## src/rtl/vga_timing_pkg.sv

```systemverilog
// Shared 640x480@60 timing defaults and lock-state type for the VGA sync monitor.
package vga_timing_pkg;

  localparam int unsigned POS_W = 10;
  localparam int unsigned ERR_W = 8;

  localparam int unsigned H_VISIBLE_DFLT    = 640;
  localparam int unsigned H_FP_DFLT         = 16;
  localparam int unsigned H_SYNC_DFLT       = 96;
  localparam int unsigned H_BP_DFLT         = 48;
  localparam int unsigned H_TOTAL_DFLT      = H_VISIBLE_DFLT + H_FP_DFLT + H_SYNC_DFLT + H_BP_DFLT;
  localparam int unsigned H_SYNC_START_DFLT = H_VISIBLE_DFLT + H_FP_DFLT;
  localparam int unsigned H_SYNC_END_DFLT   = H_SYNC_START_DFLT + H_SYNC_DFLT;

  localparam int unsigned V_VISIBLE_DFLT    = 480;
  localparam int unsigned V_FP_DFLT         = 10;
  localparam int unsigned V_SYNC_DFLT       = 2;
  localparam int unsigned V_BP_DFLT         = 33;
  localparam int unsigned V_TOTAL_DFLT      = V_VISIBLE_DFLT + V_FP_DFLT + V_SYNC_DFLT + V_BP_DFLT;
  localparam int unsigned V_SYNC_START_DFLT = V_VISIBLE_DFLT + V_FP_DFLT;
  localparam int unsigned V_SYNC_END_DFLT   = V_SYNC_START_DFLT + V_SYNC_DFLT;

  localparam int unsigned LOCK_FRAMES_DFLT  = 2;

  typedef enum logic [1:0] {
    UNLOCKED,
    ACQUIRE,
    LOCKED
  } lock_state_t;

endpackage

```

## src/rtl/sync_edge_detect.sv

```systemverilog
// Normalises a sync input to active-high, double-flops it and flags assert/deassert edges.
module sync_edge_detect #(
  parameter bit ACTIVE_LOW = 1'b1
) (
  input  logic clk,
  input  logic rst_n,
  input  logic sync_raw,
  output logic assert_edge_c,
  output logic deassert_edge_c
);

  logic q1;
  logic q2;

  // Reset leaves both stages at the deasserted level so no edge fires out of reset.
  always_ff @(posedge clk or negedge rst_n) begin
    if (!rst_n) begin
      q1 <= 1'b0;
      q2 <= 1'b0;
    end else begin
      q1 <= ACTIVE_LOW ? ~sync_raw : sync_raw;
      q2 <= q1;
    end
  end

  assign assert_edge_c   = q1 & ~q2;
  assign deassert_edge_c = ~q1 & q2;

endmodule

```

## src/rtl/vga_sync_monitor.sv

```systemverilog
// Rebuilds column/row from HSYNC/VSYNC edges, checks geometry, tracks lock and counts errors.
module vga_sync_monitor
  import vga_timing_pkg::*;
#(
  parameter int unsigned H_VISIBLE       = H_VISIBLE_DFLT,
  parameter int unsigned H_FP            = H_FP_DFLT,
  parameter int unsigned H_SYNC          = H_SYNC_DFLT,
  parameter int unsigned H_BP            = H_BP_DFLT,
  parameter int unsigned V_VISIBLE       = V_VISIBLE_DFLT,
  parameter int unsigned V_FP            = V_FP_DFLT,
  parameter int unsigned V_SYNC          = V_SYNC_DFLT,
  parameter int unsigned V_BP            = V_BP_DFLT,
  parameter bit          SYNC_ACTIVE_LOW = 1'b1,
  parameter int unsigned LOCK_FRAMES     = LOCK_FRAMES_DFLT
) (
  input  logic             clk,
  input  logic             rst_n,
  input  logic             HSYNC,
  input  logic             VSYNC,
  output logic [POS_W-1:0] colPos,
  output logic [POS_W-1:0] rowPos,
  output logic             visible,
  output logic             locked,
  output logic             frame_start,
  output logic             h_err,
  output logic             v_err,
  output logic [ERR_W-1:0] err_count
);

  localparam int unsigned H_TOTAL      = H_VISIBLE + H_FP + H_SYNC + H_BP;
  localparam int unsigned H_SYNC_START = H_VISIBLE + H_FP;
  localparam int unsigned H_SYNC_END   = H_SYNC_START + H_SYNC;
  localparam int unsigned V_TOTAL      = V_VISIBLE + V_FP + V_SYNC + V_BP;
  localparam int unsigned V_SYNC_START = V_VISIBLE + V_FP;
  localparam int unsigned V_SYNC_END   = V_SYNC_START + V_SYNC;
  localparam int unsigned TIMEOUT      = 2 * H_TOTAL;
  localparam int unsigned TO_W         = $clog2(TIMEOUT + 1);
  localparam int unsigned GF_W         = $clog2(LOCK_FRAMES + 1);

  logic h_assert_c, h_deassert_c, v_assert_c, v_deassert_c;

  sync_edge_detect #(.ACTIVE_LOW(SYNC_ACTIVE_LOW)) u_hsync_edge (
    .clk             (clk),
    .rst_n           (rst_n),
    .sync_raw        (HSYNC),
    .assert_edge_c   (h_assert_c),
    .deassert_edge_c (h_deassert_c)
  );

  sync_edge_detect #(.ACTIVE_LOW(SYNC_ACTIVE_LOW)) u_vsync_edge (
    .clk             (clk),
    .rst_n           (rst_n),
    .sync_raw        (VSYNC),
    .assert_edge_c   (v_assert_c),
    .deassert_edge_c (v_deassert_c)
  );

  lock_state_t      state, state_nxt;
  logic [GF_W-1:0]  good_frames, good_nxt;
  logic             dirty, dirty_nxt;
  logic             seen_h, seen_h_nxt;
  logic [TO_W-1:0]  to_cnt;
  logic [POS_W-1:0] col_pred_c, row_pred_c, col_nxt_c, row_nxt_c;
  logic             col_wrap_c, checks_on_c, h_err_c, v_err_c, timeout_c;

  // Predicted position (free-running count) versus sync-edge reloads and geometry checks.
  always_comb begin
    col_wrap_c  = (colPos == POS_W'(H_TOTAL - 1));
    col_pred_c  = col_wrap_c ? '0 : colPos + POS_W'(1);
    row_pred_c  = rowPos;
    if (col_wrap_c) begin
      row_pred_c = (rowPos == POS_W'(V_TOTAL - 1)) ? '0 : rowPos + POS_W'(1);
    end
    col_nxt_c   = h_assert_c ? POS_W'(H_SYNC_START) : col_pred_c;
    row_nxt_c   = v_assert_c ? POS_W'(V_SYNC_START) : row_pred_c;
    checks_on_c = (state != UNLOCKED);
    h_err_c     = checks_on_c &&
                  ((h_assert_c   && (col_pred_c != POS_W'(H_SYNC_START))) ||
                   (h_deassert_c && (col_pred_c != POS_W'(H_SYNC_END))));
    v_err_c     = checks_on_c &&
                  ((v_assert_c   && (row_pred_c != POS_W'(V_SYNC_START))) ||
                   (v_deassert_c && (row_pred_c != POS_W'(V_SYNC_END))));
    timeout_c   = !h_assert_c && (to_cnt == TO_W'(TIMEOUT - 1));
  end

  // Lock FSM: a frame counts as good only if no error occurred since the previous VSYNC edge.
  always_comb begin
    state_nxt  = state;
    good_nxt   = good_frames;
    dirty_nxt  = dirty;
    seen_h_nxt = seen_h | h_assert_c;
    unique case (state)
      UNLOCKED: begin
        if (v_assert_c && (seen_h || h_assert_c)) begin
          state_nxt = ACQUIRE;
          good_nxt  = '0;
          dirty_nxt = 1'b0;
        end
      end
      ACQUIRE: begin
        if (h_err_c || v_err_c) begin
          good_nxt  = '0;
          dirty_nxt = 1'b1;
        end else if (v_assert_c) begin
          if (dirty) begin
            dirty_nxt = 1'b0;
          end else if (good_frames + GF_W'(1) == GF_W'(LOCK_FRAMES)) begin
            state_nxt = LOCKED;
            good_nxt  = GF_W'(LOCK_FRAMES);
          end else begin
            good_nxt = good_frames + GF_W'(1);
          end
        end
      end
      LOCKED: begin
        if (h_err_c || v_err_c) begin
          state_nxt = ACQUIRE;
          good_nxt  = '0;
          dirty_nxt = 1'b1;
        end
      end
      default: state_nxt = UNLOCKED;
    endcase
    if (timeout_c) begin
      state_nxt  = UNLOCKED;
      good_nxt   = '0;
      dirty_nxt  = 1'b0;
      seen_h_nxt = 1'b0;
    end
  end

  always_ff @(posedge clk or negedge rst_n) begin
    if (!rst_n) begin
      state       <= UNLOCKED;
      good_frames <= '0;
      dirty       <= 1'b0;
      seen_h      <= 1'b0;
      to_cnt      <= '0;
      colPos      <= '0;
      rowPos      <= '0;
      visible     <= 1'b0;
      frame_start <= 1'b0;
      h_err       <= 1'b0;
      v_err       <= 1'b0;
      err_count   <= '0;
    end else begin
      state       <= state_nxt;
      good_frames <= good_nxt;
      dirty       <= dirty_nxt;
      seen_h      <= seen_h_nxt;
      if (h_assert_c) begin
        to_cnt <= '0;
      end else if (to_cnt != TO_W'(TIMEOUT - 1)) begin
        to_cnt <= to_cnt + TO_W'(1);
      end
      colPos      <= col_nxt_c;
      rowPos      <= row_nxt_c;
      visible     <= (state_nxt == LOCKED) && (col_nxt_c < POS_W'(H_VISIBLE)) &&
                     (row_nxt_c < POS_W'(V_VISIBLE));
      frame_start <= (state_nxt == LOCKED) && (col_nxt_c == '0) && (row_nxt_c == '0);
      h_err       <= h_err_c;
      v_err       <= v_err_c;
      // One count per error cycle, saturating.
      if ((h_err || v_err) && (err_count != '1)) begin
        err_count <= err_count + ERR_W'(1);
      end
    end
  end

  assign locked = (state == LOCKED);

endmodule

```

## config.mk

```make
export PLATFORM = sky130hd
export DESIGN_NAME = vga_sync_monitor
export DESIGN_NICKNAME = d
export VERILOG_FILES = /design/src/rtl/vga_timing_pkg.sv /design/src/rtl/sync_edge_detect.sv /design/src/rtl/vga_sync_monitor.sv
export SDC_FILE = /design/constraint.sdc
export NUM_CORES = 1
export LEC_CHECK = 0
export ABC_AREA = 1
export ABC_CLOCK_PERIOD_IN_PS = 6100
export BUFFER_PORTS_ARGS = -buffer_cell sky130_fd_sc_hd__buf_4
export CAP_MARGIN = 15
export CELL_PAD_IN_SITES_DETAIL_PLACEMENT = 2
export CELL_PAD_IN_SITES_GLOBAL_PLACEMENT = 2
export CORE_MARGIN = 8
export CORE_UTILIZATION = 28
export DETAILED_ROUTE_END_ITERATION = 12
export PLACE_DENSITY_LB_ADDON = 0.1
export SKIP_LAST_GASP = 1
export SLEW_MARGIN = 20
export SYNTH_ARGS = -nofsm -noshare
export SYNTH_HDL_FRONTEND = slang
export SYNTH_SLANG_ARGS = --single-unit
```

## constraint.sdc

```tcl
create_clock -name clk -period 6.1 [get_ports clk]
set_input_delay 0.61 -clock clk [delete_from_list [all_inputs] [get_ports clk]]
set_output_delay 0.61 -clock clk [all_outputs]
set_load 0.01 [all_outputs]
```

==> metrics, run 1 <==
outcome finished clean; die span in x 122 um; final WL 9470 um; Top Family by Delay on Critical Path simple AND/OR/NAND/NOR gates; Remaining DRCs 0; CP startpoint kind register; clock latency on the worst-skew pair 0.31 ns; Post-Syn Nets 435; Starting Density 28.9%; post-route clock period utilization 43.0%; crit path max fanout 10; htree depth 2; multi-input logic area 0.00157 mm^2; asr flop ratio synth 100%; Crit path depth 17; synthesis warning total 0; Syn Std Cell Area 0.00315 mm^2; count of hold-fix buffers inserted at cts 0; Slowest-stage cell, CP dfrtp_1; Ant. Diodes 0; Hold Path Class in -> async; first-pass detailed-route iteration total 4; critical path endpoint category register; Slew Limit Fails 0; share of post-route cells with drive strength above 1 16.3%; pin slew with the least headroom to its limit 0.757 ns; Wirelength per Cell 15.7 um; Final GP Congestion 0.751; r2r setup slk 3.48 ns; overflow left after global routing 0; VDD IR max 0.131 mV; final setup vio count 0; CTS tree built; top cell type's share of synthesized area 42.1%; Seq/Total Area, Yosys 42.1%; postcts setup bufs 0; Yosys top cell by area dfrtp_1; DIE HEIGHT 122 um; Via-to-Cell Ratio 4.75; root buf cell clkbuf_8; Port Buffers 36; cells on worst reg2reg path 17; Final nets 478; global-route wire length before repair 16,200 um; cts repair resizes 0; Fin. Hold Viols 0; filler instances 1,276; CP max stage delay 0.45 ns; Worst Path Class, Setup reg -> reg; synth unique cells 33; Top Ports 37; Clock Tree Buf Depth 2; number of synthesized flops with an enable pin 0; CP arrival 2.86 ns; Syn Inst Count 421; Syn Area/Cell 7.48 um^2; synth top area cells dfrtp_1 42%, nand2_1 14%, inv_1 7.4%, nor2_1 6.3%, nand3_1 4.6%; area grow syn2layout 17.0%; post-synthesis register bit count 53; RSZ-0062 raised after global routing no; Buf+Inv Stages, Crit Path 1; initial antenna violation count 0; largest net degree at the start of global routing 54; FP Rows 38; crit path time final 2.62 ns; Placeable Area 0.0109 mm^2; CTS buffer count 5; FMAX 381 MHz; vias post-DR 2,871; Die Footprint 0.0149 mm^2; total global-route track usage 13.4%; Max transition margin 49.1%; Pwr Density 276 mW/mm^2; drt initial violations 76; Leak 1.90 nW; ys flop type dfrtp_1; skew final 0.00896 ns; Overall Power 1.02 mW; Detail Route Antenna Nets 0; Storage cell area 0.00133 mm^2; detailed-placement wirelength estimate 7500 um; max-cap violations 0; worst path required time 6.34 ns; worst path cell trace ha_1, nand4_4, nor2_8, inv_4, o21bai_2, nand2_1, nor2_1, nand3_1, nand2_1, nand2_2, nand2_4, nand2_2, nor2_4, nand3_1, nand2_2, nand2_1, o21ai_1; Worst-path clk slew 0.11 ns; Final TNS setup 0 ns; vias in the first global route 3,215; total clock sinks 53
cells in the mapped netlist (6+ instances only):
master,instances
nand3_1,29
xnor2_1,6
nand2_2,8
ha_1,10
nand4_1,7
o21ai_0,15
nor3_1,7
dfrtp_1,53
nor2_1,53
inv_1,62
nand2_1,115
a21oi_1,10
nand3b_1,6
path summary, 6_finish.rpt:
| kind | end | from |
|---|---|---|
| setup / recovery | good_frames[0]$_DFFE_PN0P_ | colPos[0]$_DFF_PN0_ |
| hold / removal | to_cnt[5]$_DFFE_PN0N_ | rst_n |
| setup reg to reg | good_frames[0]$_DFFE_PN0P_ | colPos[0]$_DFF_PN0_ |
| hold reg to reg | u_vsync_edge.q2$_DFF_PN0_ | u_vsync_edge.q1$_DFF_PN0_ |
| max in group asynchronous | err_count[6]$_DFFE_PN0P_ | rst_n |
| min in group clk | u_vsync_edge.q2$_DFF_PN0_ | u_vsync_edge.q1$_DFF_PN0_ |
state kept, by name, summed over array words and instances, names as in the netlist:
register / flops
colPos: 10
u_vsync_edge.q2: 1
state: 2
v_err: 1
u_vsync_edge.q1: 1
good_frames: 2
u_hsync_edge.q2: 1
err_count: 8
h_err: 1
to_cnt: 11
seen_h: 1
rowPos: 10
u_hsync_edge.q1: 1
visible: 1
frame_start: 1
dirty: 1
stage by stage:
step                      setup slack, ns  utilization, %  hold WS (ns)  std cells  area, um^2
final                                3.48            33.9         0.331        605        3690
after global routing                 3.16            33.9         0.387        605        3690
after CTS                            3.45            33.9         0.363        605        3690
after detailed placement             3.48            33.1         0.364        597        3600
after global placement               3.53            33.1         0.358        597        3600
after floorplan                      3.94               -         0.314        421        3150
cell usage in the layout, fill, tap and decap left out, drive strengths merged, types with 6 or more instances in the layout:
cell / instances
a21oi: 10
buf: 37
dfrtp: 53
ha: 10
inv: 64
nand2: 124
nand3: 31
nand3b: 6
nand4: 9
nor2: 60
nor3: 7
o21ai: 21
xnor2: 6
area by class of cell:
| type | count | area share [%] |
|---|---|---|
| Inverter | 66 | 6.79 |
| Sequential cell | 53 | 36.0 |
| Timing Repair Buffer | 37 | 7.54 |
| Clock buffer | 5 | 1.87 |
| Tap cell | 140 | 4.75 |
| Clock inverter | 3 | 0.475 |
| Multi-Input combinational cell | 301 | 42.6 |
logic make-up (layout without fill, tap and decap cells):
kind of cell | count (synthesis) | after routing | share of synthesized area (%)
fa+ha+maj | 10 | 10 | 3.97
simple gates | 246 | 246 | 36.6
flops | 53 | 53 | 42.1
buf+inv | 67 | 111 | 8.06
compound gates | 36 | 36 | 6.79
xor+xnor | 9 | 9 | 2.50
where the power goes:
part	internal, mW	switching, mW	total, mW
sequential	0.407	0.0651	0.472
clock	0.0798	0.126	0.206
combinational	0.133	0.205	0.338
total	0.620	0.397	1.02
routing by layer:
| layer | GRT usage (%) | vias up | share of wire (%) |
|---|---|---|---|
| met1 | 16.1 | 1444 | 45 |
| li1 | - | 1401 | - |
| met5 | 0 | - | 0 |
| met3 | 1.90 | 4 | 2.2 |
| met2 | 24.5 | 22 | 52 |
| met4 | 2.97 | 0 | 0.59 |
Power figures use the tool's default switching activity.
==> run 2: changes to the inputs <==
- ABC_CLOCK_PERIOD_IN_PS: 6100 -> 2100
- clock period: 6.1 -> 2.1 ns (I/O delays scaled with it)
==> run 2 against run 1 <==
  * The run now ends with setup timing left
  * Core utilization grew 8.2 points
  * Global-route usage grew 2.5 points
  * Clock skew grew 0.0026 ns
  * Cell count grew 15%
  * Worst setup slack lost 3.8 ns
  * Via count grew 13%
==> metrics, run 2 (same netlist as run 1, synthesis figures left out) <==
outcome finished with violations; failing checks setup timing; Storage cell area 0.00133 mm^2; total clock sinks 53; Final Instance Area 0.00458 mm^2; Port Buffers 36; RSZ-0062 raised after global routing yes; Hold Path Class in -> reg; FP Rows 38; Ant. Diodes 0; Wirelength per Cell 16.2 um; die span in x 122 um; VDD IR max 0.381 mV; Post-Layout Cell Count 693; CP dominant cell by count nand2_2; largest registers to_cnt: 11 flops, colPos: 10 flops, rowPos: 10 flops; skew final 0.0116 ns; first-pass detailed-route iteration total 4; detailed-placement wirelength estimate 8320 um; Pwr Density 713 mW/mm^2; setup ws final -0.335 ns; Top Ports 37; CP startpoint kind register; DIE HEIGHT 122 um; Remaining DRCs 0; CTS buffer count 5; crit path time final 2.44 ns; Worst-path clk slew 0.10 ns; vias in the first global route 3,731; Starting Density 28.9%; largest net degree at the start of global routing 54; Leak 2.36 nW; Final GP Congestion 0.762; Fin. Hold Viols 0; Max transition margin 52.2%; critical path endpoint category register; area grow syn2layout 45.4%; Detail Route Antenna Nets 0; Slew Limit Fails 0; Die Footprint 0.0149 mm^2; worst path required time 2.35 ns; CTS tree built; Overall Power 3.27 mW; root buf cell clkbuf_8; CP arrival 2.69 ns; Slowest-stage cell, CP dfrtp_1; final WL 11,200 um; filler instances 1,264; post-route clock period utilization 116%; vias post-DR 3,231; FMAX 411 MHz; initial antenna violation count 0; CP max stage delay 0.43 ns; number of flip-flops in the largest register 11; total global-route track usage 15.8%; Finished Core Util 42.1%; drt initial violations 84; Worst Path Class, Setup reg -> reg; Post-DP Area 0.00412 mm^2; Final nets 567; overflow left after global routing 0; crit path max fanout 6; Placeable Area 0.0109 mm^2; pin slew with the least headroom to its limit 0.717 ns; Cells after DPL 664; register name with the most flops to_cnt; final setup vio count 8; clock latency on the worst-skew pair 0.31 ns; commonest cells after routing, fill and taps aside 120 x buf_4, 100 x nand2_1, 59 x inv_1; htree depth 2; Placement Setup Slack -0.403 ns; worst path cell trace ha_4, nand2_4, nor2_4, nand4_4, buf_12, o21ai_4, nand2_1, nor2_1, nand3_1, nand2_1, nand2_2, nand2_4, nand3_4, nand2_2, nand2_2, nor2_4, nand2_2, nor2_2; share of post-route cells with drive strength above 1 37.3%; Via-to-Cell Ratio 4.66; Clock Tree Buf Depth 2; global-route wire length before repair 18,900 um; multi-input logic area 0.00177 mm^2; max-cap violations 0; most common cell after layout, fill and taps aside buf_4
-- run 2: cell types whose count changed in the layout (fill, tap and decap cells not counted), sizes merged --
cell and delta:
buf +88, clkbuf +2, clkinv -2, clkinvlp -1, dlygate4sd3 +1
-- run 2: critical path, delay by kind of cell (launching register included) --
family	cells	cell delay (ns)
buffers and inverters	1	0.17
flip-flops	1	0.43
AND/OR/NAND/NOR	15	1.40
AO/OA/AOI/OAI	1	0.15
adder cells (fa/ha/maj)	1	0.20
-- run 2: where the power goes --
part / total, mW / switching (mW) / internal [mW]
combinational: 1.29 / 0.708 / 0.579
sequential: 1.37 / 0.188 / 1.19
clock: 0.608 / 0.345 / 0.263
total: 3.27 / 1.24 / 2.03
-- run 2: repair_timing --
action                                  4_1_cts  5_1_grt
buffers inserted                             16        5
gates resized for setup                      36       25
pin swaps                                    27       31
endpoints found under the setup margin        7       13
hold buffers                                  1        0
gates cloned                                  0        0
hold endpoints to repair                     53        0
-- run 2: final cells by class --
cell class / count / share of cell area [%]
repair buffers: 126 / 21.3
inverters: 66 / 5.46
clock buffers: 7 / 1.88
multi-input cells: 301 / 38.5
well taps: 140 / 3.82
flip-flops and latches: 53 / 29.0
-- run 2: per-layer routing --
metal	up-vias	global-route usage, %	routed length [um]
li1	1591	-	-
met1	1611	19.1	4950
met2	21	28.8	5950
met3	8	2.27	223
met4	0	3.88	115
met5	-	0	0
-- run 2: path summary, 6_finish.rpt --
kind / from / to / slack [ns] / depth (start not counted)
max: colPos[1]$_DFF_PN0_ / visible$_DFF_PN0_ / -0.34 / 18
min: VSYNC / u_vsync_edge.q1$_DFF_PN0_ / 0.03 / 2
max reg2reg: colPos[1]$_DFF_PN0_ / visible$_DFF_PN0_ / -0.34 / 18
min reg2reg: u_vsync_edge.q1$_DFF_PN0_ / u_vsync_edge.q2$_DFF_PN0_ / 0.39 / 0
max in group asynchronous: rst_n / rowPos[2]$_DFF_PN0_ / 1.10 / 2
min in group asynchronous: rst_n / colPos[0]$_DFF_PN0_ / 0.49 / 2
-- run 2: through the flow --
stage	hold WS (ns)	setup TNS (ns)
2_1_floorplan	-0.0856	0
3_3_place_gp	0.315	-1.55
3_5_place_dp	0.319	-2.00
4_1_cts	0.0143	-1.93
5_1_grt	0.0132	-3.84
6_report	0.0291	-2.05
==> run 3: changes to the inputs <==
- CORE_ASPECT_RATIO: default -> 0.8
==> run 3 against run 2 <==
  * The flow finishes with violations (hold timing, setup timing)
  * Wire length up 5.1%
  * Core utilization up 0.97 points
  * Cell count down 0.43%
  * Die area up 0.14%
  * Sequential power about the same
  * First-iteration DRC count down 2.4%
  * Flip-flop and latch count unchanged
  * Clock power up 62%
  * Count of clock-buffer cells in the layout down 2
  * Sequential share of layout area down 0.77 points
  * Critical endpoint is now dirty$_DFFE_PN0P_
  * Largest cell class unchanged
==> metrics, run 3 (same netlist as run 1, synthesis figures left out) <==
share of post-route cells with drive strength above 1 39.9%; Overall Power 3.71 mW; register name with the most flops to_cnt; Worst-path clk slew 0.08 ns; most common cell after layout, fill and taps aside buf_4; final setup vio count 8; Via-to-Cell Ratio 4.75; area grow syn2layout 49.4%; r2r setup slk -0.30 ns; Clock Tree Buf Depth 2; RSZ-0062 raised after global routing yes; Ant. Diodes 0; vias post-DR 3,279; Post-DP Area 0.00407 mm^2; die span in x 135 um; failing checks hold timing, setup timing; vias in the first global route 3,738; CP startpoint kind register; largest net degree at the start of global routing 54; clock latency on the worst-skew pair 0.30 ns; skew final 0.00809 ns; crit path time final 2.40 ns; total global-route track usage 15.7%; cells on worst reg2reg path 20; Leak 2.37 nW; post-route clock period utilization 114%; overflow left after global routing 0; global-route wire length before repair 19,100 um; VDD IR max 0.373 mV; number of flip-flops in the largest register 11; outcome finished with violations; Remaining DRCs 0; Placeable Area 0.0109 mm^2; Die Footprint 0.0149 mm^2; Detail Route Antenna Nets 0; initial antenna violation count 0; Slew Limit Fails 0; root buf cell clkbuf_16; FMAX 417 MHz; Port Buffers 36; final WL 11,800 um; Max transition margin 50.9%; hold slack -0.0465 ns; drt initial violations 82; Hold Path Class in -> async; FP Rows 34; filler instances 1,263; Starting Density 28.8%; CP arrival 2.59 ns; setup ws final -0.299 ns; htree depth 2; Pwr Density 787 mW/mm^2; CTS tree built; max-cap violations 0; crit path max fanout 6; DIE HEIGHT 111 um; CTS buffer count 5; Top Ports 37; first-pass detailed-route iteration total 4; Wirelength per Cell 17.1 um; Final Instance Area 0.00471 mm^2; critical path endpoint category register; count of hold-fix buffers inserted at cts 0; Final GP Congestion 0.756; detailed-placement wirelength estimate 8330 um; total clock sinks 53; Worst Path Class, Setup reg -> reg; Final nets 559; Fin. Hold Viols 50; pin slew with the least headroom to its limit 0.736 ns; commonest cells after routing, fill and taps aside 109 x buf_4, 92 x nand2_1, 57 x inv_1; largest registers to_cnt: 11 flops, colPos: 10 flops, rowPos: 10 flops; worst path required time 2.29 ns
## run 3: cell count changes in the layout (fill, tap and decap cells not counted), sizes merged
| cell | before | now |
|---|---|---|
| buf | 125 | 117 |
| nand4 | 9 | 10 |
| inv | 64 | 65 |
| clkbuf | 7 | 5 |
| bufinv | 0 | 1 |
| clkinv | 2 | 3 |
| dlygate4sd3 | 1 | 0 |
## run 3: where the power goes
part / leakage, nW / total, mW / internal [mW] / switching, mW
Sequential: 0.653 / 1.37 / 1.19 / 0.185
Clock: 0.0842 / 0.985 / 0.567 / 0.418
Combinational: 1.63 / 1.35 / 0.589 / 0.759
Total: 2.37 / 3.71 / 2.34 / 1.36
## run 3: cell type report
class,instances,area (um^2),share of cell area [%]
Clock buffer,5,125,2.66
Clock inverter,3,43.8,0.930
Inverter,66,250,5.32
Multi-Input combinational cell,302,1860,39.6
Sequential cell,53,1330,28.2
Tap cell,144,180,3.83
Timing Repair Buffer,117,917,19.5
## run 3: routing by layer
metal  wire, um  part of all wire, %  vias to the layer above  global-route usage, %
met5          0                    0                        -                      0
met4        115                 0.97                        0                   2.46
met3        251                  2.1                       11                   2.49
met2       5970                   51                       31                   28.0
met1       5480                   46                     1656                   19.7
li1           -                    -                     1581                      -
## run 3: path summary, 6_finish.rpt
check / end / start
max in group asynchronous: colPos[2]$_DFF_PN0_ / rst_n
worst min-delay path: rowPos[0]$_DFF_PN0_ / rst_n
worst min register to register: u_vsync_edge.q2$_DFF_PN0_ / u_vsync_edge.q1$_DFF_PN0_
worst max register to register: dirty$_DFFE_PN0P_ / colPos[1]$_DFF_PN0_
min in group clk: u_hsync_edge.q1$_DFF_PN0_ / HSYNC
worst max-delay path: dirty$_DFFE_PN0P_ / colPos[1]$_DFF_PN0_
## run 3: what timing repair did
action | CTS | global route
endpoints found under the setup margin | 7 | 12
buffers inserted | 15 | 6
resized for setup | 34 | 51
cloned | 1 | 0
pin swaps | 14 | 21
## run 3: critical path: stages, from the launching register on
cell and delay (ns):
dfrtp_1 0.40, ha_4 0.19, nand2_4 0.06, nor2_4 0.14, buf_6 0.13, nand4_4 0.14
buf_6 0.17, nand2_1 0.06, o21ai_2 0.06, nand2_1 0.07, nor2_1 0.04, nand3_1 0.06
nand2_1 0.08, nand2_2 0.08, nand2_4 0.09, nand2_4 0.11, nor2_4 0.05, nand2_1 0.06
nand3_1 0.12, nand3_1 0.10, nand2_1 0.05
## run 3: stage by stage
step | utilization (%) | worst slack, ns | TNS (ns) | std cells
floorplan | - | 0.0234 | 0 | 421
global placement | 37.3 | -0.179 | -0.785 | 660
detailed placement | 37.3 | -0.265 | -1.41 | 660
CTS | 41.0 | -0.246 | -1.32 | 684
global route | 43.1 | -0.480 | -3.33 | 690
finish | 43.1 | -0.299 | -1.84 | 690
